[config.mk]
export PLATFORM = sky130hd
export DESIGN_NAME = sw_event_reader
export DESIGN_NICKNAME = d
export VERILOG_FILES = /design/src/rtl/sw_pkg.sv /design/src/rtl/sw_evt_fifo.sv /design/src/rtl/sw_event_reader.sv
export SDC_FILE = /design/constraint.sdc
export NUM_CORES = 1
export LEC_CHECK = 0
export ABC_AREA = 1
export BUFFER_PORTS_ARGS = -buffer_cell sky130_fd_sc_hd__buf_2
export CORE_MARGIN = 4
export CORE_UTILIZATION = 43
export DETAILED_ROUTE_END_ITERATION = 10
export PLACE_DENSITY = 0.7
export SLEW_MARGIN = 20
export SYNTH_ARGS = -nofsm -noshare
export SYNTH_HDL_FRONTEND = slang
export SYNTH_SLANG_ARGS = --single-unit
[constraint.sdc]
create_clock -name clk -period 2.3 [get_ports clk]
set_input_delay 0.23 -clock clk [delete_from_list [all_inputs] [get_ports clk]]
set_output_delay 0.23 -clock clk [all_outputs]
set_load 0.03 [all_outputs]
[src/rtl/sw_pkg.sv]
// sw_pkg: shared event type and lowest-set-bit helper for the switch event reader.
package sw_pkg;
   localparam int N_SW_DEFAULT = 8;
   localparam int IDX_W = $clog2(N_SW_DEFAULT);
   typedef struct packed {
      logic [IDX_W-1:0] idx;
      logic             rise;
   } sw_evt_t;
   function automatic logic [IDX_W-1:0] lsb_idx(input logic [N_SW_DEFAULT-1:0] v);
      lsb_idx = '0;
      for (int i = N_SW_DEFAULT - 1; i >= 0; i--)
         if (v[i]) lsb_idx = IDX_W'(i);
   endfunction
endpackage

[src/rtl/sw_evt_fifo.sv]
// sw_evt_fifo: synchronous event FIFO; a push is accepted while full if a pop happens in the same cycle.
module sw_evt_fifo import sw_pkg::*; #(
   parameter int DEPTH = 4
) (
   input  logic                   clk,
   input  logic                   rst,
   input  logic                   push,
   input  logic                   pop,
   input  sw_evt_t                din,
   output sw_evt_t                dout,
   output logic                   full,
   output logic                   empty,
   output logic [$clog2(DEPTH):0] count
);
   localparam int AW = $clog2(DEPTH);
   logic [AW:0] wr_q, wr_d, rd_q, rd_d;
   sw_evt_t mem_q [DEPTH];
   sw_evt_t mem_d [DEPTH];
   always_comb begin
      wr_d = push ? wr_q + 1'b1 : wr_q;
      rd_d = pop ? rd_q + 1'b1 : rd_q;
      mem_d = mem_q;
      if (push) mem_d[wr_q[AW-1:0]] = din;
   end
   always_ff @(posedge clk) begin
      mem_q <= mem_d;
      if (rst) begin
         wr_q <= '0;
         rd_q <= '0;
      end else begin
         wr_q <= wr_d;
         rd_q <= rd_d;
      end
   end
   assign count = wr_q - rd_q;
   assign full  = count == (AW + 1)'(DEPTH);
   assign empty = count == '0;
   assign dout  = mem_q[rd_q[AW-1:0]];
endmodule

[src/rtl/sw_event_reader.sv]
// sw_event_reader: synchronizes slide switches and queues each level change as an event.
// Define SW_DEBOUNCE_EN for tick-based debounce; otherwise level follows the synchronizer.
module sw_event_reader import sw_pkg::*; #(
   parameter int N_SW         = N_SW_DEFAULT,
   parameter int TICK_DIV     = 5000000,
   parameter int STABLE_TICKS = 4,
   parameter int FIFO_DEPTH   = 4
) (
   input  logic                    clk,
   input  logic                    rst,
   input  logic [N_SW-1:0]         sw,
   output logic [N_SW-1:0]         level,
   output logic                    evt_valid,
   input  logic                    evt_ready,
   output logic [$clog2(N_SW)-1:0] evt_idx,
   output logic                    evt_rise,
   output logic                    evt_ovf,
   input  logic                    ovf_clr
);
   localparam int IW = $clog2(N_SW);
   localparam int FW = $clog2(FIFO_DEPTH) + 1;
   if (N_SW != N_SW_DEFAULT || TICK_DIV < 1 || STABLE_TICKS < 1 || (FIFO_DEPTH & (FIFO_DEPTH - 1)) != 0) begin : g_bad_cfg
      $error("sw_event_reader: unsupported parameter set");
   end
   logic [N_SW-1:0] s1_q, s1_d, sync_q, sync_d, level_q, level_d, pend_q, pend_d, chg, clr;
   logic            ovf_q, ovf_d, push, pop, full, empty;
   logic [IW-1:0]   sel;
   logic [FW-1:0]   count;
   sw_evt_t         din, head;
`ifdef SW_DEBOUNCE_EN
   localparam int CW = $clog2(TICK_DIV + 1);
   localparam int DW = $clog2(STABLE_TICKS + 1);
   logic [CW-1:0]   cnt_q, cnt_d;
   logic [DW-1:0]   dc_q [N_SW];
   logic [DW-1:0]   dc_d [N_SW];
   logic            tick;
   logic [N_SW-1:0] hit;
   always_comb begin
      tick = cnt_q == CW'(TICK_DIV - 1);
      cnt_d = tick ? '0 : cnt_q + 1'b1;
      hit = '0;
      for (int i = 0; i < N_SW; i++) begin
         hit[i] = tick && sync_q[i] != level_q[i] && dc_q[i] == DW'(STABLE_TICKS - 1);
         dc_d[i] = (sync_q[i] == level_q[i] || hit[i]) ? '0 : tick ? dc_q[i] + 1'b1 : dc_q[i];
      end
      level_d = level_q ^ hit;
   end
   always_ff @(posedge clk) begin
      if (rst) begin
         cnt_q <= '0;
         dc_q  <= '{default: '0};
      end else begin
         cnt_q <= cnt_d;
         dc_q  <= dc_d;
      end
   end
`else
   always_comb level_d = sync_q;
`endif
   // A change on a bit whose previous event is still unqueued is merged and flagged.
   always_comb begin
      s1_d   = sw;
      sync_d = s1_q;
      chg    = level_d ^ level_q;
      sel    = lsb_idx(pend_q);
      pop    = evt_ready && count != '0;
      push   = |pend_q && (!full || pop);
      clr    = push ? (N_SW'(1) << sel) : '0;
      pend_d = (pend_q & ~clr) | chg;
      ovf_d  = |(chg & pend_q & ~clr) || (ovf_q && !ovf_clr);
      din    = '{idx: sel, rise: level_q[sel]};
   end
   always_ff @(posedge clk) begin
      if (rst) begin
         s1_q    <= '0;
         sync_q  <= '0;
         level_q <= '0;
         pend_q  <= '0;
         ovf_q   <= 1'b0;
      end else begin
         s1_q    <= s1_d;
         sync_q  <= sync_d;
         level_q <= level_d;
         pend_q  <= pend_d;
         ovf_q   <= ovf_d;
      end
   end
   sw_evt_fifo #(.DEPTH(FIFO_DEPTH)) u_fifo (
      .clk   (clk),
      .rst   (rst),
      .push  (push),
      .pop   (pop),
      .din   (din),
      .dout  (head),
      .full  (full),
      .empty (empty),
      .count (count)
   );
   assign level     = level_q;
   assign evt_valid = !empty;
   assign evt_idx   = empty ? '0 : head.idx;
   assign evt_rise  = !empty && head.rise;
   assign evt_ovf   = ovf_q;
endmodule

==> After elaboration in Yosys (flattened, before gate mapping) <==
Cells that the tools add are included.
{ "op_classes": {"add_sub_neg": 3, "muxes": 18, "shift": 1, "magnitude_cmp": 4, "bitwise_logic": 8, "n_eq_ne": 1, "reduce_logical": 14} }
{ "op_table": {"columns": ["operator", "n"], "rows": [
  ["two-way mux 3 bit", 9],
  ["bitwise AND 8 bit", 3],
  ["bitwise mux 16 bit", 1],
  ["OR reduction 8 bit", 2],
  ["two-way mux 4 bit", 3],
  ["binary-select mux 4 bit (select 2 bit)", 1],
  ["demux 4 bit (select 2 bit)", 1],
  ["two-way mux 8 bit", 1],
  ["inverter 8 bit", 1],
  ["OR 8 bit", 1],
  ["<< shifter 1 x 3 -> 8 bit, first input constant", 1],
  ["bitwise XOR 8 bit", 1],
  ["adder 3 x 1 -> 3 bit, second input constant", 2],
  ["greater-or-equal comparator 3 bit, second input constant", 2],
  ["inverter 2 -> 3 bit", 2],
  ["logical AND 1 bit", 5],
  ["less-than comparator 3 x 4 -> 1 bit, second input constant", 1],
  ["binary-select mux 1 bit (select 3 bit)", 1],
  ["equality test 3 bit, second input constant", 1],
  ["zero test 1 bit", 3],
  ["zero test 3 bit", 1],
  ["less-than comparator 3 x 1 -> 1 bit, second input constant", 1],
  ["nonzero test 3 bit", 1],
  ["subtractor 3 bit", 1],
  ["other kinds (2)", 3]
]} }
{ "totals": {"input_bits": 12, "output_inout_bits": 14, "register_bits": 55} }

==> Longest topological paths before layout <==
Gate-level depths: netlist (run 1).
{ "depth": {"ltp_word": 14, "mapped_depth": 16, "mapped_depth_nobuf": 16} }

==> Cells and area by module <==
From an unflattened synthesis (run 1), not the netlist that was laid out.
{ "hier_totals": {"hier_cells": 314, "hier_area_um2": 2556.2} }
{ "by_module_without_submodules": {"columns": ["mod", "instances", "cells_per_inst", "area_each_um2", "seq_area_each_um2"], "rows": [
  ["sw_event_reader", 1, 206, 1456.4, 660.6],
  ["sw_evt_fifo", 1, 108, 1099.8, 600.6]
]} }

==> Worst setup path before layout (run 1) <==
No wires, ideal clock.
{ "synth_timing": {"path_kind": "reg2reg", "from": "reg u_fifo.rd_q[1]", "to": "reg u_fifo.rd_q[2]", "arrival_ps": 1714, "period_less_slack_ps": 1835, "required_time_ps": 2178, "slack_ps": 465, "setup_ps": 122, "n_path_buf": 0, "stages_incl_launch_ff": 10, "cell_sequence": "dfxtp_1 inv_1 ha_1 a21oi_1 nand2_1 nand2_1 nand3_2 nand2_1 o21ai_0 nor3b_2"} }
{ "synth_between": {"elab_chain_cells": 3, "elab_cells_between_ends": 4} }
{ "synth_lines": {"columns": ["element", "line", "source"], "rows": [
  ["from (decl)", "sw_evt_fifo.sv:16", "logic [AW:0] wr_q, wr_d, rd_q, rd_d;"],
  ["from (signal assigned)", "sw_evt_fifo.sv:32", "rd_q <= rd_d;"],
  ["subtractor 3 bit", "sw_evt_fifo.sv:35", "assign count = wr_q - rd_q;"],
  ["nonzero test 3 bit", "sw_event_reader.sv:66", "pop = evt_ready && count != '0;"],
  ["logical AND 1 bit", "sw_event_reader.sv:66", null]
]} }
Parallel ways exist; a longest one is shown, timed or not.
A chain may end at the register's enable or synchronous reset.

==> Worst setup path in the final report (run 1) <==
{ "layout_timing": {"from": "reg u_fifo.rd_q[1]", "to": "out evt_idx[1]"} }
{ "layout_between": {"elab_chain_cells": 5, "elab_cells_between_ends": 7} }
{ "layout_lines": {"columns": ["element", "line", "source"], "rows": [
  ["branches (longest 4 deep; another with subtractor 3 bit)", null, null],
  ["two-way mux 3 bit *", "sw_event_reader.sv:101", "assign evt_idx = empty ? '0 : head.idx;"],
  ["to (decl)", "sw_event_reader.sv:15", "output logic [$clog2(N_SW)-1:0] evt_idx,"]
]} }
Every way passes the cells marked *. The select of a mux whose other input is x is not followed.

==> flow_summary.toml, run 1 <==
[yosys]
syn_inst = 303
synthFlopType = "dfxtp_1"
async_flop_share = 0
synthSimpleGateAreaFrac = 0.2287
synth_mux_area_frac = 0
ys_seq_area_frac = 0.5055
synth-compound-area-share = 0.09579
syn_area_per_cell_um2 = 8.234
synth_cell_types = 30
yosysWarnings = 0
yosys.area.top_type = "dfxtp_1"
synth_adder_area_share = 0.03511
syn_nets = 322
yosysTopAreaCellShare = 0.3129
ys_seq_elements = 55
yosysMostFrequentCell = "inv_1"
synth-xor-area-share = 0.02808
synth_top_family_by_area = "simple AND/OR/NAND/NOR gates"
synth_common_cells = "inv_1 (55), nand2_1 (46), nor2_1 (45)"
synth_edf_count = 16
synth_area_um2 = 2495
yosys-top-cells-area = "dfxtp_1 (31%), edfxtp_1 (19%), inv_1 (8.3%)"

[cells_and_area]
fin_nets = 351
n_fill_cell = 551
final_util = 0.5044
fin_cells = 405
drive_gt1_frac = 0.1982
area_growth_pct = 12.69
diodes = 0

[critical_path]
rr_worst_depth = 12
cp_top_family = "simple AND/OR/NAND/NOR gates"
worstPathRequired_ps = 2070
criticalPathCategory = "flip-flop to primary output"
cp.buffers_inverters = 3
critPathCaptureType = "primary output"
r2r_slack_ps = 280
critPathMostFrequentCell = "nand2_1"
crit_slowest_cell = "dfxtp_2"
cpPeakStageDelay_ps = 360
critPathLaunchType = "flip-flop"
cp_max_fo = 6
path_cells = "inv_1 > ha_4 > a21oi_1 > nand2_1 > nand2_1 > nand3_2 > nand2_1 > inv_1 > buf_2"
rr_endpoint = "evt_ovf"
r2r-start = "u_fifo.rd_q[1]"
critPathArrivalTime_ps = 1820

[timing]
max_freq_ghz = 0.4888
fin_crit_ps = 2046
timing.setup.tns_ps = 0
worst_slew_pin_slew_ps = 342.2
hold_violations = 0
setup_viol = 0
fin_crit_sh = 0.8894
relSlewSlack = 0.7710
finClkSkew_ps = 5.471
rsz0062_at_grt = "no"
slew_viol_final = 0

[clock_network]
cts.clk_slew.worst_paths_ps = 100
post_cts_buffers = 0
cts_buffers = 5
clk_latency_ps = 300
cts_tree = "built"
cts_sinks = 55
cts_root_buf = "clkbuf_8"
hold_buffers = 0
clockBufferDepth = 2
cts_resized = 0
htree_levels = 2

[global_routing]
grt_max_degree = 32
antenna_found_initial = 0
grt_pass1_wl_mm = 7.624
grt-ovfl-total = 0
grt_pass1_vias = 1674
grt_usage = 0.1326

[floorplan]
ioPinCount = 26
die_x_um = 84.17
rows = 27
die_h_um = 84.17
start_util = 0.4476
die_area_um2 = 7085
core_area_um2 = 5574

[power]
p_switching_w = 0.001193
seqPwrFrac = 0.421
ir_worst_vdd_v = 0.0004795
switching_share = 0.3988
p_int_w = 0.001797
comb_power_share = 0.393
clkPwrFrac = 0.186
power.density_nw_per_um2 = 1064
leakagePower_nw = 1.314

[detailed_routing]
drtAntennaViolNets = 0
detailedRoute.firstIterationViolations = 110
drt-pass1-iter-count = 4
routedWlPerCell_um = 11.25
num_vias = 1840
post_drt_via_cell_ratio = 4.543
drc = 0
wl_mm = 4.555

[placed_design]
dpl.hpwl_mm = 3.556
place_inst = 397
gp_congestion = 0.8633
io_buffers = 25

[job]
max-cap-violations = 0

[hold_path]
min_path_type = "input port to flip-flop"
hold_path_depth = 3
worstHoldStart = "sw[7]"
min_to = "s1_q[7]"

[status]
status = "completed"
[worst max-delay path by stage]
stage | startpoint | end | slack [ps] | cells past startpoint
floorplan | u_fifo.rd_q[1] | u_fifo.rd_q[2] | 460 | 9
global placement | u_fifo.rd_q[1] | evt_ovf | 280 | 12
detailed placement | u_fifo.rd_q[1] | evt_ovf | 200 | 12
CTS | u_fifo.rd_q[1] | evt_idx[1] | 90 | 9
global route | u_fifo.rd_q[1] | evt_idx[1] | 70 | 9
finish | u_fifo.rd_q[1] | evt_idx[1] | 250 | 9
[metal layers]
| metal | vias up | share of wire | GRT usage |
|---|---|---|---|
| met5 | - | 0 | 0 |
| met4 | 0 | 0.022 | 0.04386 |
| met3 | 10 | 0.045 | 0.03533 |
| met2 | 46 | 0.49 | 0.2317 |
| met1 | 795 | 0.45 | 0.1574 |
| li1 | 989 | - | - |
[per-stage QoR]
stage	cell area (µm²)	worst slack, ps	hold WS, ps	total power (W)
after floorplan	2495	464.8	337.0	0.002148
after global placement	2703	276.8	388.8	0.002423
after detailed placement	2703	201.1	392.0	0.002451
after CTS	2798	90.81	110.5	0.003003
after global routing	2811	71.51	113.7	0.003217
final	2811	254.3	120.6	0.002990
[state kept, by name (all words and copies together), names as in the netlist]
| register | flops |
|---|---|
| pend_q | 8 |
| u_fifo.rd_q | 3 |
| level | 8 |
| u_fifo.mem_q | 16 |
| u_fifo.wr_q | 3 |
| evt_ovf | 1 |
| level_d | 8 |
| s1_q | 8 |
[placed cells by master, fill, tap and decap left out]
cell type,netlist,routed
nand3_1,5,5
buf_4,1,2
nand2_2,6,6
buf_2,0,25
ha_1,7,6
clkinv_2,2,2
nor2_4,1,1
nand2_4,2,2
nand3_2,7,7
clkinv_4,1,1
nor2_2,3,3
nor2_1,45,45
clkbuf_8,0,6
nor3_1,1,1
o21ai_1,2,2
dfxtp_2,0,1
nand2_1,46,46
or2_2,2,2
ha_4,0,1
inv_6,0,1
dfxtp_1,39,38
inv_2,4,4
o22ai_1,4,4
clkbuf_1,4,1
a21oi_4,1,1
inv_1,55,55
a21oi_1,15,15
nor3b_2,1,1
o21ai_0,21,21
nand3b_1,1,1
edfxtp_1,16,16
xnor2_1,8,8
clkinv_1,1,1
o21bai_1,1,1
nand4_1,1,1
[logic make-up (layout without fill, tap and decap cells)]
group,after synthesis,after routing
and+or+nand+nor,121,121
xor gates and xnor gates,8,8
buffers and inverters,68,98
DFF,55,55
AOI/OAI and AO/OA,44,44
adders and majority gates,7,7
[layout make-up]
class / count / area (µm²) / area share
clock buffer: 7 / 86.33 / 0.03071
clock inverter: 1 / 8.758 / 0.003115
inverter: 63 / 244.0 / 0.08678
timing repair buffer: 27 / 140.1 / 0.04984
sequential: 55 / 1262 / 0.4490
multi-input combinational: 180 / 979.7 / 0.3485
tap: 72 / 90.09 / 0.03204
[power by group through the flow]
stage	Combinational [W]	Clock, W	Sequential [W]
final	0.00118	0.000555	0.00126
after global placement	0.00114	0	0.00128
after global routing	0.00132	0.000621	0.00128
after CTS	0.00117	0.000571	0.00126
after floorplan	0.000881	0	0.00127
after detailed placement	0.00117	0	0.00128
[worst register-to-register path, cell delays in order, from the launching register on]
cell	delay (ps)
dfxtp_2	360
inv_1	170
ha_4	250
a21oi_1	140
nand2_1	100
nand3_2	140
nand3_2	160
o21ai_1	260
nand2_1	80
nor2_1	90
nand3_1	80
nand2_1	60
inv_1	30
Power figures use the tool's default switching activity.
==> run 2, diff against run 1 <==
--- a/config.mk
+++ b/config.mk
@@ -10,6 +10,8 @@
 export CORE_MARGIN = 4
 export CORE_UTILIZATION = 43
 export DETAILED_ROUTE_END_ITERATION = 10
+export GPL_TIMING_DRIVEN = 1
+export MAX_ROUTING_LAYER = met4
 export PLACE_DENSITY = 0.7
 export SLEW_MARGIN = 20
 export SYNTH_ARGS = -nofsm -noshare
==> run 2 against run 1 <==
Effect of this change: clock power about the same; critical endpoint unchanged; worst hold slack better by 0.74 ps; die area unchanged; power about the same; clock skew about the same; highest routed layer unchanged; critical path depth unchanged; wire length about the same.
==> flow_summary.toml, run 2 (synthesis results as in run 1) <==
[placed_design]
io_buffers = 25
place_area_um2 = 2703
place_inst = 397
dpl.hpwl_mm = 3.556
gp_congestion = 0.8773

[floorplan]
start_util = 0.4476
core_area_um2 = 5574
die_h_um = 84.17
rows = 27
die_area_um2 = 7085
ioPinCount = 26
die_x_um = 84.17

[clock_network]
clk_latency_ps = 300
cts_buffers = 5
htree_levels = 2
hold_buffers = 0
cts_resized = 0
cts_root_buf = "clkbuf_8"
post_cts_buffers = 0
cts.clk_slew.worst_paths_ps = 100
clockBufferDepth = 2
cts_sinks = 55
cts_tree = "built"

[cells_and_area]
area_growth_pct = 12.69
mostFrequentLayoutCell = "inv_1"
fin_cells = 405
top_register = "u_fifo.mem_q"
drive_gt1_frac = 0.1982
fin_area_um2 = 2811
mostFrequentLayoutCells = "inv_1 (55), nand2_1 (46), nor2_1 (45)"
largest_reg_flops = 16
diodes = 0
fin_nets = 351

[detailed_routing]
wl_mm = 4.558
drt-pass1-iter-count = 4
drc = 0
drtAntennaViolNets = 0
post_drt_via_cell_ratio = 4.541
num_vias = 1839
detailedRoute.firstIterationViolations = 120
routedWlPerCell_um = 11.25

[job]
max-cap-violations = 0

[power]
leakagePower_nw = 1.314
power.density_nw_per_um2 = 1064
ir_worst_vdd_v = 0.0004795
finalPower_w = 0.002991

[critical_path]
crit_slowest_cell = "dfxtp_2"
cp_max_fo = 6
cp_top_family = "simple AND/OR/NAND/NOR gates"
critPathCaptureType = "primary output"
r2r_slack_ps = 280
critPathArrivalTime_ps = 1810
path_cells = "inv_1 > ha_4 > a21oi_1 > nand2_1 > nand2_1 > nand3_2 > nand2_1 > inv_1 > buf_2"
criticalPathCategory = "flip-flop to primary output"
worstPathRequired_ps = 2070
critPathMostFrequentCell = "nand2_1"
cp.buffers_inverters = 3
cpPeakStageDelay_ps = 360
critPathLaunchType = "flip-flop"

[timing]
finClkSkew_ps = 5.260
max_freq_ghz = 0.4891
fin_crit_sh = 0.8890
rsz0062_at_grt = "no"
slew_viol_final = 0
hold_ws_ps = 121.3
setup_viol = 0
fin_crit_ps = 2045
relSlewSlack = 0.7709
hold_violations = 0
timing.setup.tns_ps = 0
worst_slew_pin_slew_ps = 342.4

[global_routing]
grt-ovfl-total = 0
grt_usage = 0.1366
grt_pass1_wl_mm = 7.610
grt_max_degree = 32
antenna_found_initial = 0
grt_pass1_vias = 1679

[hold_path]
min_path_type = "input port to flip-flop"

[status]
status = "completed"
==> run 2: cell counts in the layout (fill, tap and decap cells not counted) <==
No cell type changed its count.
==> run 2: through the flow <==
step / util / setup slack, ps
final: 0.5044 / 255.3
after global placement: 0.4848 / 276.8
after global routing: 0.5044 / 71.51
after floorplan: - / 464.8
after detailed placement: 0.4848 / 201.1
after CTS: 0.5019 / 90.81
==> run 2: where the power goes <==
group	switching (W)	internal (W)	leakage (nW)	total (W)
sequential	0.0000783	0.00118	0.472	0.00126
combinational	0.000810	0.000367	0.793	0.00118
clock	0.000305	0.000249	0.0489	0.000554
total	0.00119	0.00180	1.31	0.00299
==> run 2: worst paths after layout <==
| kind | from | cells after the start | to |
|---|---|---|---|
| max reg2reg | u_fifo.rd_q[1] | 12 | evt_ovf |
| min | sw[7] | 3 | s1_q[7] |
| min reg2reg | s1_q[1] | 2 | level_d[1] |
| max | u_fifo.rd_q[1] | 9 | evt_idx[1] |
==> run 2: worst min-delay path, cell delays in order <==
cell and delay [ps]:
buf_2 70, inv_1 30, nor2_1 60
==> run 2: per-layer routing <==
layer  share of wire  track usage  vias to the layer above
met1            0.45       0.1587                      800
met2            0.49       0.2317                       38
met5               0            -                        -
li1                -            -                      990
met4           0.025      0.04386                        0
met3           0.040      0.03337                       11
==> run 2: area by class of cell <==
cell class | count | area [µm²]
clock inverter | 1 | 8.758
timing repair buffer | 27 | 140.1
multi-input combinational | 180 | 979.7
sequential | 55 | 1262
inverter | 63 | 244.0
fill | 551 | 2763
clock buffer | 7 | 86.33
tap | 72 | 90.09
